--- src/rtl/message_stream_arbiter_if.sv ---
// rtl/message_stream_arbiter_if.sv - handshake bundle between input buffers, arbiter and downstream sink
//
// Purpose: groups the buffer-side and sink-side signals of message_stream_arbiter.
// Ports (signals):
//   in_data       head words, stream i at [WIDTH*(i+1)-1 -: WIDTH]
//   in_full       per-stream head word valid
//   read_deletes  one-hot pop pulse back to the input buffers
//   out_data      forwarded word
//   out_nd        out_data valid pulse
//   out_ready     downstream accepts a word this cycle
//   grant         stream currently owning the output
//   busy          inside a packet (body words remaining)
//   error         protocol error / timeout pulse
// Modports: master = arbiter side, slave = buffers + sink side.

interface message_stream_arbiter_if #(
    parameter int N_STREAMS     = 4,
    parameter int LOG_N_STREAMS = 2,
    parameter int WIDTH         = 32
);
    logic [WIDTH*N_STREAMS-1:0] in_data;
    logic [N_STREAMS-1:0]       in_full;
    logic [N_STREAMS-1:0]       read_deletes;
    logic [WIDTH-1:0]           out_data;
    logic                       out_nd;
    logic                       out_ready;
    logic [LOG_N_STREAMS-1:0]   grant;
    logic                       busy;
    logic                       error;

    modport master (
        input  in_data, in_full, out_ready,
        output read_deletes, out_data, out_nd, grant, busy, error
    );

    modport slave (
        output in_data, in_full, out_ready,
        input  read_deletes, out_data, out_nd, grant, busy, error
    );
endinterface

--- src/rtl/message_stream_arbiter.sv ---
// rtl/message_stream_arbiter.sv - packet-atomic round-robin arbiter onto one message output
//
// Purpose: shares one registered message output between N_STREAMS input buffers.
//   A header word (bit WIDTH-1 set) carries the body length in
//   [WIDTH-2 -: LOG_MAX_PACKET_LENGTH]; once a header is granted, the whole
//   body of that stream is forwarded before another stream is served.
//   Non-header words at packet start are popped and dropped with an error pulse.
// Ports:
//   clk   clock
//   rst   synchronous reset, active-high
//   bus   message_stream_arbiter_if.master (in_data, in_full, read_deletes,
//         out_data, out_nd, out_ready, grant, busy, error)
// Optional build macro: MSA_TIMEOUT_EN - abandons a packet whose granted stream
//   stays empty for TIMEOUT_CYCLES body cycles.

module message_stream_arbiter #(
    parameter int N_STREAMS             = 4,
    parameter int LOG_N_STREAMS         = 2,
    parameter int WIDTH                 = 32,
    parameter int LOG_MAX_PACKET_LENGTH = 10,
    parameter int TIMEOUT_CYCLES        = 256,
    parameter int LOG_TIMEOUT_CYCLES    = 8
) (
    input  logic                   clk,
    input  logic                   rst,
    message_stream_arbiter_if.master bus
);
    localparam logic [1:0] S_SELECT = 2'd0;
    localparam logic [1:0] S_HEAD   = 2'd1;
    localparam logic [1:0] S_BODY   = 2'd2;
    localparam logic [1:0] S_GAP    = 2'd3;

    logic [1:0]                       state_q, state_d;
    logic [LOG_N_STREAMS-1:0]         ptr_q, ptr_d;
    logic [LOG_N_STREAMS-1:0]         grant_q, grant_d;
    logic [LOG_MAX_PACKET_LENGTH-1:0] remaining_q, remaining_d;
    logic                             busy_q, busy_d;
    logic                             out_nd_q, out_nd_d;
    logic                             error_q, error_d;
    logic [WIDTH-1:0]                 out_data_q, out_data_d;
    logic [N_STREAMS-1:0]             read_deletes_q, read_deletes_d;

    logic [WIDTH-1:0]                 head_word;
    logic [LOG_MAX_PACKET_LENGTH-1:0] head_len;
    logic                             head_valid;
    logic                             fire;
    logic [N_STREAMS-1:0]             pop_onehot;
    logic                             found;
    logic [LOG_N_STREAMS-1:0]         next_sel;
    logic [LOG_N_STREAMS-1:0]         cand;

`ifdef MSA_TIMEOUT_EN
    logic [LOG_TIMEOUT_CYCLES-1:0]    stall_q, stall_d;
`else
    logic                             unused_timeout_cfg;
    assign unused_timeout_cfg = ^{TIMEOUT_CYCLES[0], LOG_TIMEOUT_CYCLES[0]};
`endif

    assign head_word  = bus.in_data[WIDTH*grant_q +: WIDTH];
    assign head_len   = head_word[WIDTH-2 -: LOG_MAX_PACKET_LENGTH];
    assign head_valid = bus.in_full[grant_q];
    assign fire       = head_valid && bus.out_ready;
    assign pop_onehot = {{(N_STREAMS-1){1'b0}}, 1'b1} << grant_q;

    // Round-robin search starting just after the last served stream.
    always_comb begin
        found    = 1'b0;
        next_sel = ptr_q;
        cand     = '0;
        for (int k = 1; k <= N_STREAMS; k++) begin
            cand = LOG_N_STREAMS'((int'(ptr_q) + k) % N_STREAMS);
            if (!found && bus.in_full[cand]) begin
                found    = 1'b1;
                next_sel = cand;
            end
        end
    end

    always_comb begin
        state_d        = state_q;
        ptr_d          = ptr_q;
        grant_d        = grant_q;
        remaining_d    = remaining_q;
        busy_d         = busy_q;
        out_nd_d       = 1'b0;
        out_data_d     = '0;
        error_d        = 1'b0;
        read_deletes_d = '0;
`ifdef MSA_TIMEOUT_EN
        stall_d        = stall_q;
`endif
        case (state_q)
            S_SELECT: begin
                if (found) begin
                    grant_d = next_sel;
                    state_d = S_HEAD;
                end
            end
            S_HEAD: begin
                if (fire) begin
                    read_deletes_d = pop_onehot;
                    ptr_d          = grant_q;
                    state_d        = S_GAP;
                    if (head_word[WIDTH-1]) begin
                        out_nd_d    = 1'b1;
                        out_data_d  = head_word;
                        remaining_d = head_len;
                        busy_d      = (head_len != '0);
                    end else begin
                        error_d = 1'b1;
                    end
                end
            end
            S_BODY: begin
                if (fire) begin
                    read_deletes_d = pop_onehot;
                    out_nd_d       = 1'b1;
                    out_data_d     = head_word;
                    state_d        = S_GAP;
                    if (remaining_q != '0) begin
                        remaining_d = remaining_q - 1'b1;
                    end
                    if (remaining_q <= LOG_MAX_PACKET_LENGTH'(1)) begin
                        busy_d = 1'b0;
                    end
                end
`ifdef MSA_TIMEOUT_EN
                // Only an empty granted buffer counts as a stall; downstream
                // back-pressure is not the source's fault.
                else if (!head_valid && bus.out_ready) begin
                    if (stall_q == LOG_TIMEOUT_CYCLES'(TIMEOUT_CYCLES - 1)) begin
                        error_d     = 1'b1;
                        busy_d      = 1'b0;
                        remaining_d = '0;
                        stall_d     = '0;
                        state_d     = S_SELECT;
                    end else begin
                        stall_d = stall_q + 1'b1;
                    end
                end
`endif
            end
            S_GAP: begin
                // Lets the popped buffer present its next head word; busy
                // still set means body words remain.
                state_d = busy_q ? S_BODY : S_SELECT;
            end
            default: state_d = S_SELECT;
        endcase
`ifdef MSA_TIMEOUT_EN
        if (read_deletes_d != '0) begin
            stall_d = '0;
        end
`endif
    end

    always_ff @(posedge clk) begin
        if (rst) begin
            state_q        <= S_SELECT;
            ptr_q          <= LOG_N_STREAMS'(N_STREAMS - 1);
            grant_q        <= '0;
            remaining_q    <= '0;
            busy_q         <= 1'b0;
            out_nd_q       <= 1'b0;
            error_q        <= 1'b0;
            out_data_q     <= '0;
            read_deletes_q <= '0;
`ifdef MSA_TIMEOUT_EN
            stall_q        <= '0;
`endif
        end else begin
            state_q        <= state_d;
            ptr_q          <= ptr_d;
            grant_q        <= grant_d;
            remaining_q    <= remaining_d;
            busy_q         <= busy_d;
            out_nd_q       <= out_nd_d;
            error_q        <= error_d;
            out_data_q     <= out_data_d;
            read_deletes_q <= read_deletes_d;
`ifdef MSA_TIMEOUT_EN
            stall_q        <= stall_d;
`endif
        end
    end

    assign bus.read_deletes = read_deletes_q;
    assign bus.out_data     = out_data_q;
    assign bus.out_nd       = out_nd_q;
    assign bus.grant        = grant_q;
    assign bus.busy         = busy_q;
    assign bus.error        = error_q;
endmodule
--- src/flat_wrapper.sv ---
// flat-port wrapper written by rule: the top's interface ports become plain ports
module message_stream_arbiter_flat 
#(
    parameter int N_STREAMS             = 4,
    parameter int LOG_N_STREAMS         = 2,
    parameter int WIDTH                 = 32,
    parameter int LOG_MAX_PACKET_LENGTH = 10,
    parameter int TIMEOUT_CYCLES        = 256,
    parameter int LOG_TIMEOUT_CYCLES    = 8
)
  (clk, rst, bus_in_data, bus_in_full, bus_out_ready, bus_read_deletes, bus_out_data, bus_out_nd, bus_grant, bus_busy, bus_error);
  message_stream_arbiter_if #(.N_STREAMS(N_STREAMS), .LOG_N_STREAMS(LOG_N_STREAMS), .WIDTH(WIDTH)) bus_i ();
  input  logic clk;
  input  logic rst;
  input wire logic [$bits(bus_i.in_data)-1:0] bus_in_data;
  input wire logic [$bits(bus_i.in_full)-1:0] bus_in_full;
  input wire logic [$bits(bus_i.out_ready)-1:0] bus_out_ready;
  output wire logic [$bits(bus_i.read_deletes)-1:0] bus_read_deletes;
  output wire logic [$bits(bus_i.out_data)-1:0] bus_out_data;
  output wire logic [$bits(bus_i.out_nd)-1:0] bus_out_nd;
  output wire logic [$bits(bus_i.grant)-1:0] bus_grant;
  output wire logic [$bits(bus_i.busy)-1:0] bus_busy;
  output wire logic [$bits(bus_i.error)-1:0] bus_error;
  assign bus_i.in_data = bus_in_data;
  assign bus_i.in_full = bus_in_full;
  assign bus_i.out_ready = bus_out_ready;
  assign bus_read_deletes = bus_i.read_deletes;
  assign bus_out_data = bus_i.out_data;
  assign bus_out_nd = bus_i.out_nd;
  assign bus_grant = bus_i.grant;
  assign bus_busy = bus_i.busy;
  assign bus_error = bus_i.error;
  message_stream_arbiter #(.N_STREAMS(N_STREAMS), .LOG_N_STREAMS(LOG_N_STREAMS), .WIDTH(WIDTH), .LOG_MAX_PACKET_LENGTH(LOG_MAX_PACKET_LENGTH), .TIMEOUT_CYCLES(TIMEOUT_CYCLES), .LOG_TIMEOUT_CYCLES(LOG_TIMEOUT_CYCLES)) u_core (.clk(clk), .rst(rst), .bus(bus_i));
endmodule
--- config.mk ---
export PLATFORM = sky130hd
export DESIGN_NAME = message_stream_arbiter_flat
export DESIGN_NICKNAME = d
export VERILOG_FILES = /design/src/rtl/message_stream_arbiter_if.sv /design/src/rtl/message_stream_arbiter.sv /design/src/flat_wrapper.sv
export SDC_FILE = /design/constraint.sdc
export NUM_CORES = 1
export LEC_CHECK = 0
export BUFFER_PORTS_ARGS = -buffer_cell sky130_fd_sc_hd__buf_2
export CORE_UTILIZATION = 25
export CTS_CLUSTER_DIAMETER = 80
export DETAILED_ROUTE_END_ITERATION = 12
export PLACE_DENSITY = 0.48
export SLEW_MARGIN = 15
export SYNTH_ARGS = -nofsm -noshare
export SYNTH_HDL_FRONTEND = slang
export SYNTH_SLANG_ARGS = --single-unit
--- constraint.sdc ---
create_clock -name clk -period 4.5 [get_ports clk]
set_input_delay 1.125 -clock clk [delete_from_list [all_inputs] [get_ports clk]]
set_output_delay 1.125 -clock clk [all_outputs]
set_load 0.01 [all_outputs]
==> results of run 1 <==
-- worst paths after layout --
kind                        endpoint
max          u_core.bus.out_data[18]
min            u_core.remaining_q[6]
max reg2reg  u_core.bus.out_data[18]
min reg2reg    u_core.remaining_q[6]
-- area by class of cell --
cell class | instances | area (um^2)
Fill cell | 1216 | 7810
Multi-Input combinational cell | 208 | 1830
Sequential cell | 55 | 1100
Timing Repair Buffer | 177 | 891
Tap cell | 147 | 184
Clock buffer | 6 | 139
Inverter | 10 | 37.5
Clock inverter | 2 | 16.3
Antenna cell | 1 | 2.50
-- registers in the layout, summed over array words and instances (netlist names) --
| signal | cells |
|---|---|
| u_core.bus.error | 1 |
| u_core.bus.out_data | 32 |
| u_core.ptr_q | 2 |
| u_core.bus.out_nd | 1 |
| u_core.state_q | 2 |
| u_core.bus.busy | 1 |
| u_core.bus.grant | 2 |
| u_core.remaining_q | 10 |
| u_core.bus.read_deletes | 4 |
-- report_power, final --
group | leakage (nW) | internal [W] | switching [W] | total, W
Sequential | 0.446 | 0.000536 | 0.0000536 | 0.000590
Clock | 0.0731 | 0.000223 | 0.000173 | 0.000395
Combinational | 1.35 | 0.000350 | 0.000386 | 0.000736
-- cell families (layout without fill, tap and decap cells) --
group,after synthesis,after routing,share of synthesized area
other cells,0,1,0
compound gates,44,44,0.103
fa+ha+maj,8,8,0.0326
flops,55,55,0.359
buf+inv,29,195,0.0461
simple gates,120,120,0.212
mux,36,36,0.248
-- per-layer routing --
layer	wire (um)	vias to the layer above	GRT usage	part of all wire
met2	4520	111	0.237	0.48
met1	4310	1403	0.198	0.46
met4	68	0	0.0302	0.0072
li1	-	1410	-	-
met3	561	6	0.0241	0.059
met5	0	-	0	0
-- stage by stage --
| stage | hold slack, ns | util | cell area, um^2 | setup slack [ns] |
|---|---|---|---|---|
| 2_1_floorplan | 0.447 | - | 3070 | 2.06 |
| 3_3_place_gp | 0.472 | 0.337 | 4040 | 1.50 |
| 3_5_place_dp | 0.473 | 0.337 | 4040 | 1.44 |
| 4_1_cts | 0.483 | 0.349 | 4200 | 1.75 |
| 5_1_grt | 0.506 | 0.349 | 4200 | 1.60 |
| 6_report | 0.479 | 0.350 | 4200 | 1.78 |
-- synthesized netlist by cell type (2+ instances only) --
cell type / count
sky130_fd_sc_hd__or2_2: 3
sky130_fd_sc_hd__or2_1: 2
sky130_fd_sc_hd__and3_1: 2
sky130_fd_sc_hd__buf_6: 3
sky130_fd_sc_hd__nor2b_1: 37
sky130_fd_sc_hd__mux4_2: 32
sky130_fd_sc_hd__or3_1: 3
sky130_fd_sc_hd__dfxtp_1: 55
sky130_fd_sc_hd__clkbuf_1: 7
sky130_fd_sc_hd__o21ai_0: 4
sky130_fd_sc_hd__nor2_1: 14
sky130_fd_sc_hd__nand2b_1: 3
sky130_fd_sc_hd__o22ai_1: 2
sky130_fd_sc_hd__mux2i_1: 4
sky130_fd_sc_hd__inv_1: 10
sky130_fd_sc_hd__nand2_1: 29
sky130_fd_sc_hd__nor3_1: 7
sky130_fd_sc_hd__nand3_1: 6
sky130_fd_sc_hd__a21oi_1: 13
sky130_fd_sc_hd__nor4_1: 6
sky130_fd_sc_hd__o211ai_1: 2
sky130_fd_sc_hd__o221ai_1: 2
sky130_fd_sc_hd__buf_2: 8
sky130_fd_sc_hd__a32o_1: 2
sky130_fd_sc_hd__o32ai_1: 6
sky130_fd_sc_hd__o31ai_1: 2
sky130_fd_sc_hd__ha_1: 8
-- worst max-delay path: stages --
cell	delay, ns
sky130_fd_sc_hd__buf_2	0.09
sky130_fd_sc_hd__mux4_2	0.52
sky130_fd_sc_hd__a21oi_1	0.16
sky130_fd_sc_hd__or2_1	0.82
sky130_fd_sc_hd__nor2b_1	0.11
==> results.txt, run 1 <==
----------------------------------------------------
[Logic synthesis]
  Post-synth top area share ... 0.359
  Top_reg_cell synth ... sky130_fd_sc_hd__dfxtp_1
  Yosys synthesis warning count ... 0
  Post-synthesis instance area ... 3070 um^2
  Synth Instances ... 292
  Yosys reg bits ... 55
  Number of flops mapped to enable cells by yosys ... 0
  Synth Area per Inst ... 10.5 um^2
  Share of synthesized registers carrying an async set or reset ... 0
  Post-synth top area cell ... sky130_fd_sc_hd__dfxtp_1
  Sequential share of the synthesized area ... 0.359
  Most area-consuming cells after synthesis ... sky130_fd_sc_hd__dfxtp_1 (36%), sky130_fd_sc_hd__mux4_2 (23%), sky130_fd_sc_hd__nor2b_1 (7.5%)
  Net count of the mapped netlist ... 435
  Distinct cells, synth ... 47

[STA]
  Worst slew pin tran ... 1.06 ns
  Worst rel slew slack ... 0.294
  Achievable Freq ... 368 MHz
  Final Max Tran Viols ... 0
  Portion of the clock cycle consumed by the worst path in the final layout ... 0.604
  Setup repair after global routing missed its margin ... no
  Setup TNS ... 0 ns
  Final setup vio count ... 0
  Number of endpoints with negative hold slack in the final report ... 0
  Final critical delay including setup and external delays ... 2.72 ns
  Max Clock Skew ... 0.00533 ns

[Routing]
  Starting DRT DRC Count ... 141
  Final routed DRC violation total ... 0
  Total vias in the final route ... 2,930
  Wire length per cell ... 15.6 um
  Average vias per placed instance ... 4.83
  Sum of routed wire length over all layers ... 9460 um
  Number of detailed-route iterations in the first pass ... 6
  Post-detailed-route count of antenna-violating nets ... 0

[Min path]
  Worst hold path type ... reg -> reg
  Worst hold path stage count ... 2
  Start point of the worst min-delay path ... u_core.remaining_q[6]

[GRT]
  Overall Global Routing Usage ... 0.144
  Residual overflow from global routing ... 0
  Global-route wire length before repair ... 14,300 um
  Pin count of the biggest net entering global routing ... 37
  Number of global-route vias before repair ... 2,726
  Antenna violations before repair ... 0

[Critical path]
  Critical path launch point type ... primary input
  Reg2reg setup slack ... 2.05 ns
  Beginning of the critical path ... bus_in_data[127]
  Endpoint required time on the critical path ... 4.63 ns
  Worst Path Arrival ... 2.85 ns
  Worst reg2reg startpoint ... u_core.bus.grant[0]
  Crit-path max FO ... 32
  Worst-case reg-to-reg path depth ... 6
  Critical Setup Path Class ... in -> reg
  Endpoint class of the critical path ... flip-flop

[Clock network]
  Clock net sink count ... 55
  Level count of the clock H-tree ... 2
  Number of buffers created by CTS ... 5
  Cell at the root of the clock tree ... sky130_fd_sc_hd__clkbuf_16
  Clock latency on the worst-skew pair ... 0.29 ns
  Buffers from clock root to sink, at most ... 2
  Clock-pin slew on the worst setup and hold paths ... 0.07 ns
  CTS tree ... yes
  Post-CTS sizing ... 0
  Post-CTS Setup Inserts ... 0
  CTS hold repair buffers ... 0

[Layout]
  Fraction of final layout cells with drive strength greater than 1 ... 0.502
  Most frequent standard cell in the layout excluding fill and tap cells ... sky130_fd_sc_hd__buf_2
  Top library cells by usage in the layout, fill and taps aside ... sky130_fd_sc_hd__buf_2 (175), sky130_fd_sc_hd__dfxtp_1 (53), sky130_fd_sc_hd__nor2b_1 (37)
  Layout Area Growth over Synthesis ... 36.9%
  Final layout net count ... 600
  Non-filler cells, final ... 606

[Place]
  Detail Placement HPWL ... 7650 um
  Number of cells in the design after placement ... 597
  Global placer's final weighted congestion ... 0.811
  # port buffers ... 175

[Floorplanning]
  Number of I/O pins ... 176
  Core Region ... 12,000 um^2
  Rows ... 40
  Die Area ... 12,700 um^2
  Die H ... 113 um
  Die width ... 113 um
  Initial Util ... 0.256

[Power and ir drop]
  Total power divided by cell area ... 410 nW/um^2
  Leakage power figure ... 1.87 nW
  Total power ... 0.00172 W
  Maximum VDD drop ... 219 uV

[Status]
  Status ... finished clean

[Run]
  Maximum Capacitance Violations ... 0

----------------------------------------------------
No activity file was read; power rests on OpenSTA's default activity.
==> inputs of run 2 (changes only) <==
- ABC_AREA: unset -> 1
- clock period: 4.5 -> 2.5 ns (I/O delays scaled with it)
==> results.txt, run 2 <==
----------------------------------------------------
[Logic synthesis]
  Share of synthesized registers carrying an async set or reset ... 0
  Post-synth top area cell ... sky130_fd_sc_hd__dfxtp_1
  Net count of the mapped netlist ... 691
  Leading cell types by count after synthesis ... sky130_fd_sc_hd__nand2_1 (146), sky130_fd_sc_hd__nor2_1 (126), sky130_fd_sc_hd__dfxtp_1 (55)
  Most instantiated library cell after synthesis ... sky130_fd_sc_hd__nand2_1
  Synth Area per Inst ... 6.14 um^2
  Synth Instances ... 548
  Post-synthesis instance area ... 3370 um^2
  Top_reg_cell synth ... sky130_fd_sc_hd__dfxtp_1
  Yosys synthesis warning count ... 0
  Sequential share of the synthesized area ... 0.327
  Number of flops mapped to enable cells by yosys ... 0
  Post-synth top area share ... 0.327
  Distinct cells, synth ... 31
  Yosys reg bits ... 55
  Most area-consuming cells after synthesis ... sky130_fd_sc_hd__dfxtp_1 (33%), sky130_fd_sc_hd__nand2_1 (16%), sky130_fd_sc_hd__nor2_1 (14%)

[Floorplanning]
  Rows ... 42
  Die H ... 118 um
  Core Region ... 13,200 um^2
  Number of I/O pins ... 176
  Initial Util ... 0.255
  Die Area ... 13,900 um^2
  Die width ... 118 um

[Place]
  Global placer's final weighted congestion ... 0.877
  Worst Setup Slack post-DPL ... 0.311 ns
  Detail Placement HPWL ... 9000 um
  # port buffers ... 175

[Critical path]
  Worst Path Arrival ... 2.26 ns
  Endpoint class of the critical path ... flip-flop
  Crit-path max FO ... 31
  Critical path launch point type ... flip-flop
  Slowest CP cell ... sky130_fd_sc_hd__ha_1
  Max incr delay on CP ... 0.45 ns
  Critical Setup Path Class ... reg -> reg
  Cell chain of the critical path ... inv_1 -> ha_1 -> inv_1 -> nor3_2 -> nand2_2 -> nor2_4 -> inv_2 -> a21oi_1
  Endpoint required time on the critical path ... 2.72 ns
  Beginning of the critical path ... u_core.state_q[0]
  Worst reg2reg startpoint ... u_core.state_q[0]
  Most Frequent Cell on Critical Path ... sky130_fd_sc_hd__inv_1
  Worst-case reg-to-reg path depth ... 8

[Power and ir drop]
  Power spent charging and discharging nets ... 0.00201 W
  Sequential share of power ... 0.268
  Design internal power ... 0.00214 W
  Part of the power in the clock network ... 0.169
  Leakage power figure ... 2.36 nW
  Total power divided by cell area ... 923 nW/um^2
  Maximum VDD drop ... 421 uV
  Switching part of the total power ... 0.484
  Combinational Power Share ... 0.563

[STA]
  Final Max Tran Viols ... 0
  Portion of the clock cycle consumed by the worst path in the final layout ... 0.816
  Achievable Freq ... 490 MHz
  Worst rel slew slack ... 0.548
  Max Clock Skew ... 0.00791 ns
  Worst slew pin tran ... 0.677 ns
  Number of endpoints with negative hold slack in the final report ... 0
  Final critical delay including setup and external delays ... 2.04 ns
  Setup TNS ... 0 ns
  Setup repair after global routing missed its margin ... no
  Final WS setup ... 0.461 ns
  Final setup vio count ... 0

[Layout]
  Top library cells by usage in the layout, fill and taps aside ... sky130_fd_sc_hd__buf_2 (175), sky130_fd_sc_hd__nand2_1 (146), sky130_fd_sc_hd__nor2_1 (126)
  Fraction of final layout cells with drive strength greater than 1 ... 0.298
  Max reg flops ... 32
  Core utilization of the finished layout ... 0.341
  Most frequent standard cell in the layout excluding fill and tap cells ... sky130_fd_sc_hd__buf_2
  Final layout net count ... 850
  Number of antenna repair diodes ... 0
  Layout Area Growth over Synthesis ... 33.5%

[GRT]
  Number of global-route vias before repair ... 3,796
  Pin count of the biggest net entering global routing ... 45
  Overall Global Routing Usage ... 0.165
  Antenna violations before repair ... 0
  Global-route wire length before repair ... 18,700 um
  Residual overflow from global routing ... 0

[Routing]
  Wire length per cell ... 13.1 um
  Average vias per placed instance ... 4.53
  Post-detailed-route count of antenna-violating nets ... 0
  Sum of routed wire length over all layers ... 11,600 um
  Number of detailed-route iterations in the first pass ... 5
  Total vias in the final route ... 4,001
  Final routed DRC violation total ... 0
  Starting DRT DRC Count ... 218

[Run]
  Maximum Capacitance Violations ... 0

[Clock network]
  Post-CTS sizing ... 0
  CTS hold repair buffers ... 0
  Clock latency on the worst-skew pair ... 0.30 ns
  Cell at the root of the clock tree ... sky130_fd_sc_hd__clkbuf_16
  Post-CTS Setup Inserts ... 0
  Buffers from clock root to sink, at most ... 2
  Number of buffers created by CTS ... 5
  Level count of the clock H-tree ... 2
  Clock net sink count ... 55
  CTS tree ... yes
  Clock-pin slew on the worst setup and hold paths ... 0.07 ns

[Min path]
  Worst hold path type ... reg -> reg
  Worst hold path stage count ... 2
  Start point of the worst min-delay path ... u_core.remaining_q[2]

[Status]
  Status ... finished clean

----------------------------------------------------
[run 2: changes by cell type after synthesis, sizes merged, moves of 24 or more]
cell and delta:
nor2 +113, inv +24, mux4 -32, nand3 +33, nor2b -37, o21ai +44
nand2 +119
[run 2: cell type report]
type,count,area [um^2]
clock buffers,6,129
flip-flops and latches,55,1100
well taps,176,220
inverters,34,130
clock inverters,2,12.5
repair buffers,183,936
fillers,1460,8700
multi-input cells,428,1960
[run 2: through the flow]
stage                     cells  hold WS, ns  total power, W  instance area [um^2]
after CTS                   884        0.528         0.00419                  4490
after global placement      876        0.514         0.00347                  4350
final                       884        0.536         0.00415                  4490
after global routing        884        0.557         0.00457                  4490
after floorplan             548        0.470         0.00291                  3370
after detailed placement    876        0.518         0.00347                  4350
[run 2: path summary, 6_finish.rpt]
check / to / slack, ns
worst min register to register: u_core.remaining_q[2] / 0.54
worst max-delay path: u_core.bus.out_data[17] / 0.46
worst min-delay path: u_core.remaining_q[2] / 0.54
worst max register to register: u_core.bus.out_data[17] / 0.46
[run 2: power by group through the flow]
stage	combinational (W)	clock, W	sequential (W)
floorplan	0.00181	0	0.00110
global placement	0.00234	0	0.00113
detailed placement	0.00234	0	0.00113
CTS	0.00235	0.000729	0.00111
global route	0.00268	0.000761	0.00113
finish	0.00233	0.000702	0.00111
[run 2: per-layer routing]
layer  track usage  routed length, um  vias up
met5             0                  0        -
met4        0.0240                 69        0
met3        0.0310                594       10
met2         0.293               5620      135
met1         0.209               5270     1786
li1              -                  -     2070
[run 2: worst max-delay path, delay by kind of cell (launching register included)]
kind | cells | cell delay (ns)
AOI/OAI and AO/OA | 1 | 0.22
adders and majority gates | 1 | 0.45
buffers and inverters | 3 | 0.47
DFF | 1 | 0.37
and+or+nand+nor | 3 | 0.44
[run 2: cells by family (layout without fill, tap and decap cells)]
group,count (synthesis),count (layout),synth area share
compound gates,91,91,0.154
xor+xnor,1,1,0.00260
fa+ha+maj,8,8,0.0297
buf+inv,65,225,0.0896
flops,55,55,0.327
simple gates,328,328,0.397
==> inputs of run 3 (changes only) <==
- clock period: 2.5 -> 1.87 ns (I/O delays scaled with it)
==> results.txt, run 3 (synthesis results as in run 2) <==
----------------------------------------------------
[GRT]
  Antenna violations before repair ... 0
  Pin count of the biggest net entering global routing ... 46
  Number of global-route vias before repair ... 3,808
  Overall Global Routing Usage ... 0.165
  Residual overflow from global routing ... 0
  Global-route wire length before repair ... 18,800 um

[Power and ir drop]
  Total power divided by cell area ... 1250 nW/um^2
  Total power ... 0.00575 W
  Maximum VDD drop ... 591 uV
  Leakage power figure ... 2.42 nW

[STA]
  Worst rel slew slack ... 0.655
  Portion of the clock cycle consumed by the worst path in the final layout ... 0.930
  Achievable Freq ... 575 MHz
  Final Max Tran Viols ... 0
  Final critical delay including setup and external delays ... 1.74 ns
  Final WS setup ... 0.131 ns
  Setup repair after global routing missed its margin ... no
  Number of endpoints with negative hold slack in the final report ... 0
  Worst slew pin tran ... 0.516 ns
  Final setup vio count ... 0
  Max Clock Skew ... 0.00584 ns

[Critical path]
  Critical path launch point type ... flip-flop
  Most Frequent Cell on Critical Path ... sky130_fd_sc_hd__buf_4
  Max incr delay on CP ... 0.47 ns
  Endpoint required time on the critical path ... 1.40 ns
  Cell chain of the critical path ... buf_4 -> buf_4 -> buf_2
  Slowest CP cell ... sky130_fd_sc_hd__dfxtp_1
  Crit-path max FO ... 11
  Worst Path Arrival ... 1.27 ns
  Critical Setup Path Class ... reg -> out
  Endpoint class of the critical path ... output port
  Largest delay share family, worst path ... buffers and inverters
  Number of buffer and inverter instances along the worst setup path ... 3

[Clock network]
  Post-CTS Setup Inserts ... 0
  Buffers from clock root to sink, at most ... 2
  Clock latency on the worst-skew pair ... 0.29 ns
  Level count of the clock H-tree ... 2
  Number of buffers created by CTS ... 5
  Cell at the root of the clock tree ... sky130_fd_sc_hd__clkbuf_16
  Clock net sink count ... 55
  Clock-pin slew on the worst setup and hold paths ... 0.07 ns
  CTS hold repair buffers ... 0
  CTS tree ... yes

[Routing]
  Average vias per placed instance ... 4.54
  Wire length per cell ... 13.1 um
  Sum of routed wire length over all layers ... 11,700 um
  Number of detailed-route iterations in the first pass ... 5
  Post-detailed-route count of antenna-violating nets ... 0
  Final routed DRC violation total ... 0
  Total vias in the final route ... 4,063
  Starting DRT DRC Count ... 183

[Floorplanning]
  Rows ... 42
  Core Region ... 13,200 um^2
  Initial Util ... 0.255
  Die width ... 118 um
  Number of I/O pins ... 176
  Die Area ... 13,900 um^2
  Die H ... 118 um

[Layout]
  Max reg flops ... 32
  Final layout net count ... 861
  Layout Area Growth over Synthesis ... 37.0%
  Most frequent standard cell in the layout excluding fill and tap cells ... sky130_fd_sc_hd__buf_2
  Non-filler cells, final ... 895
  Number of antenna repair diodes ... 0
  Fraction of final layout cells with drive strength greater than 1 ... 0.312
  Top library cells by usage in the layout, fill and taps aside ... sky130_fd_sc_hd__buf_2 (175), sky130_fd_sc_hd__nand2_1 (145), sky130_fd_sc_hd__nor2_1 (126)

[Place]
  Worst Setup Slack post-DPL ... -0.0281 ns
  Detail Placement HPWL ... 9030 um
  Number of cells in the design after placement ... 886
  # port buffers ... 175
  Global placer's final weighted congestion ... 0.834

[Run]
  Maximum Capacitance Violations ... 0

[Status]
  Status ... finished clean

[Min path]
  Worst hold path type ... in -> reg

----------------------------------------------------
run 3: changes by cell type in the layout (fill, tap and decap cells not counted):
cell                         change
sky130_fd_sc_hd__clkbuf_8        +2
sky130_fd_sc_hd__a21oi_1         -1
sky130_fd_sc_hd__nand2_1         -1
sky130_fd_sc_hd__nand2_2         +1
sky130_fd_sc_hd__nand3_4         +1
sky130_fd_sc_hd__inv_4           +1
sky130_fd_sc_hd__buf_4          +10
sky130_fd_sc_hd__a21oi_2         +1
sky130_fd_sc_hd__inv_2           -1
sky130_fd_sc_hd__clkinvlp_4      -1
sky130_fd_sc_hd__clkinv_2        -1
run 3: stage by stage:
stage / util / hold slack, ns / TNS, ns / area (um^2)
3_3_place_gp: 0.336 / 0.514 / 0 / 4430
4_1_cts: 0.347 / 0.454 / 0 / 4580
2_1_floorplan: - / 0.470 / 0 / 3370
6_report: 0.349 / 0.462 / 0 / 4610
5_1_grt: 0.349 / 0.471 / 0 / 4610
3_5_place_dp: 0.336 / 0.526 / -0.155 / 4430
run 3: layout make-up:
class | instances | area (um^2)
fillers | 1483 | 8580
multi-input cells | 429 | 1990
flip-flops and latches | 55 | 1100
repair buffers | 193 | 1010
well taps | 176 | 220
clock buffers | 8 | 156
inverters | 34 | 133
run 3: final timing paths:
check,slack (ns),end,startpoint,depth (start not counted)
worst min register to register,0.54,u_core.remaining_q[2],u_core.remaining_q[2],2
worst min-delay path,0.46,u_core.bus.out_data[1],bus_in_data[97],3
worst max-delay path,0.13,bus_grant[1],u_core.bus.grant[1],3
worst max register to register,0.14,u_core.bus.busy,u_core.bus.grant[0],12
run 3: worst reg2reg max path: stages (launching register included):
cell and delay [ns]:
sky130_fd_sc_hd__dfxtp_2 0.47, sky130_fd_sc_hd__inv_4 0.09, sky130_fd_sc_hd__buf_4 0.22, sky130_fd_sc_hd__nand2_1 0.11, sky130_fd_sc_hd__nand3_1 0.07, sky130_fd_sc_hd__nand2_1 0.16
sky130_fd_sc_hd__nand2_1 0.07, sky130_fd_sc_hd__nor2_1 0.10, sky130_fd_sc_hd__nand2_1 0.05, sky130_fd_sc_hd__nor2_1 0.13, sky130_fd_sc_hd__nor2_1 0.06, sky130_fd_sc_hd__nor2_1 0.08
sky130_fd_sc_hd__nor2_1 0.04
run 3: layer usage:
layer | global-route usage | vias up | part of all wire | wire [um]
met4 | 0.0304 | 0 | 0.0070 | 82
met5 | 0 | - | 0 | 0
met2 | 0.289 | 113 | 0.48 | 5670
met3 | 0.0310 | 7 | 0.049 | 577
met1 | 0.212 | 1853 | 0.46 | 5390
li1 | - | 2090 | - | -
run 3: timing repair:
item | in CTS | in global routing
endpoints found under the setup margin | 0 | 37
resized for setup | 0 | 5
hold endpoints to repair | 0 | 0
run 3: report_power, final:
part,leakage [nW],switching (W),internal [W],total (W)
clock network,0.0772,0.000423,0.000572,0.000995
registers,0.447,0.000148,0.00133,0.00148
logic,1.90,0.00217,0.00111,0.00327
total,2.42,0.00274,0.00301,0.00575
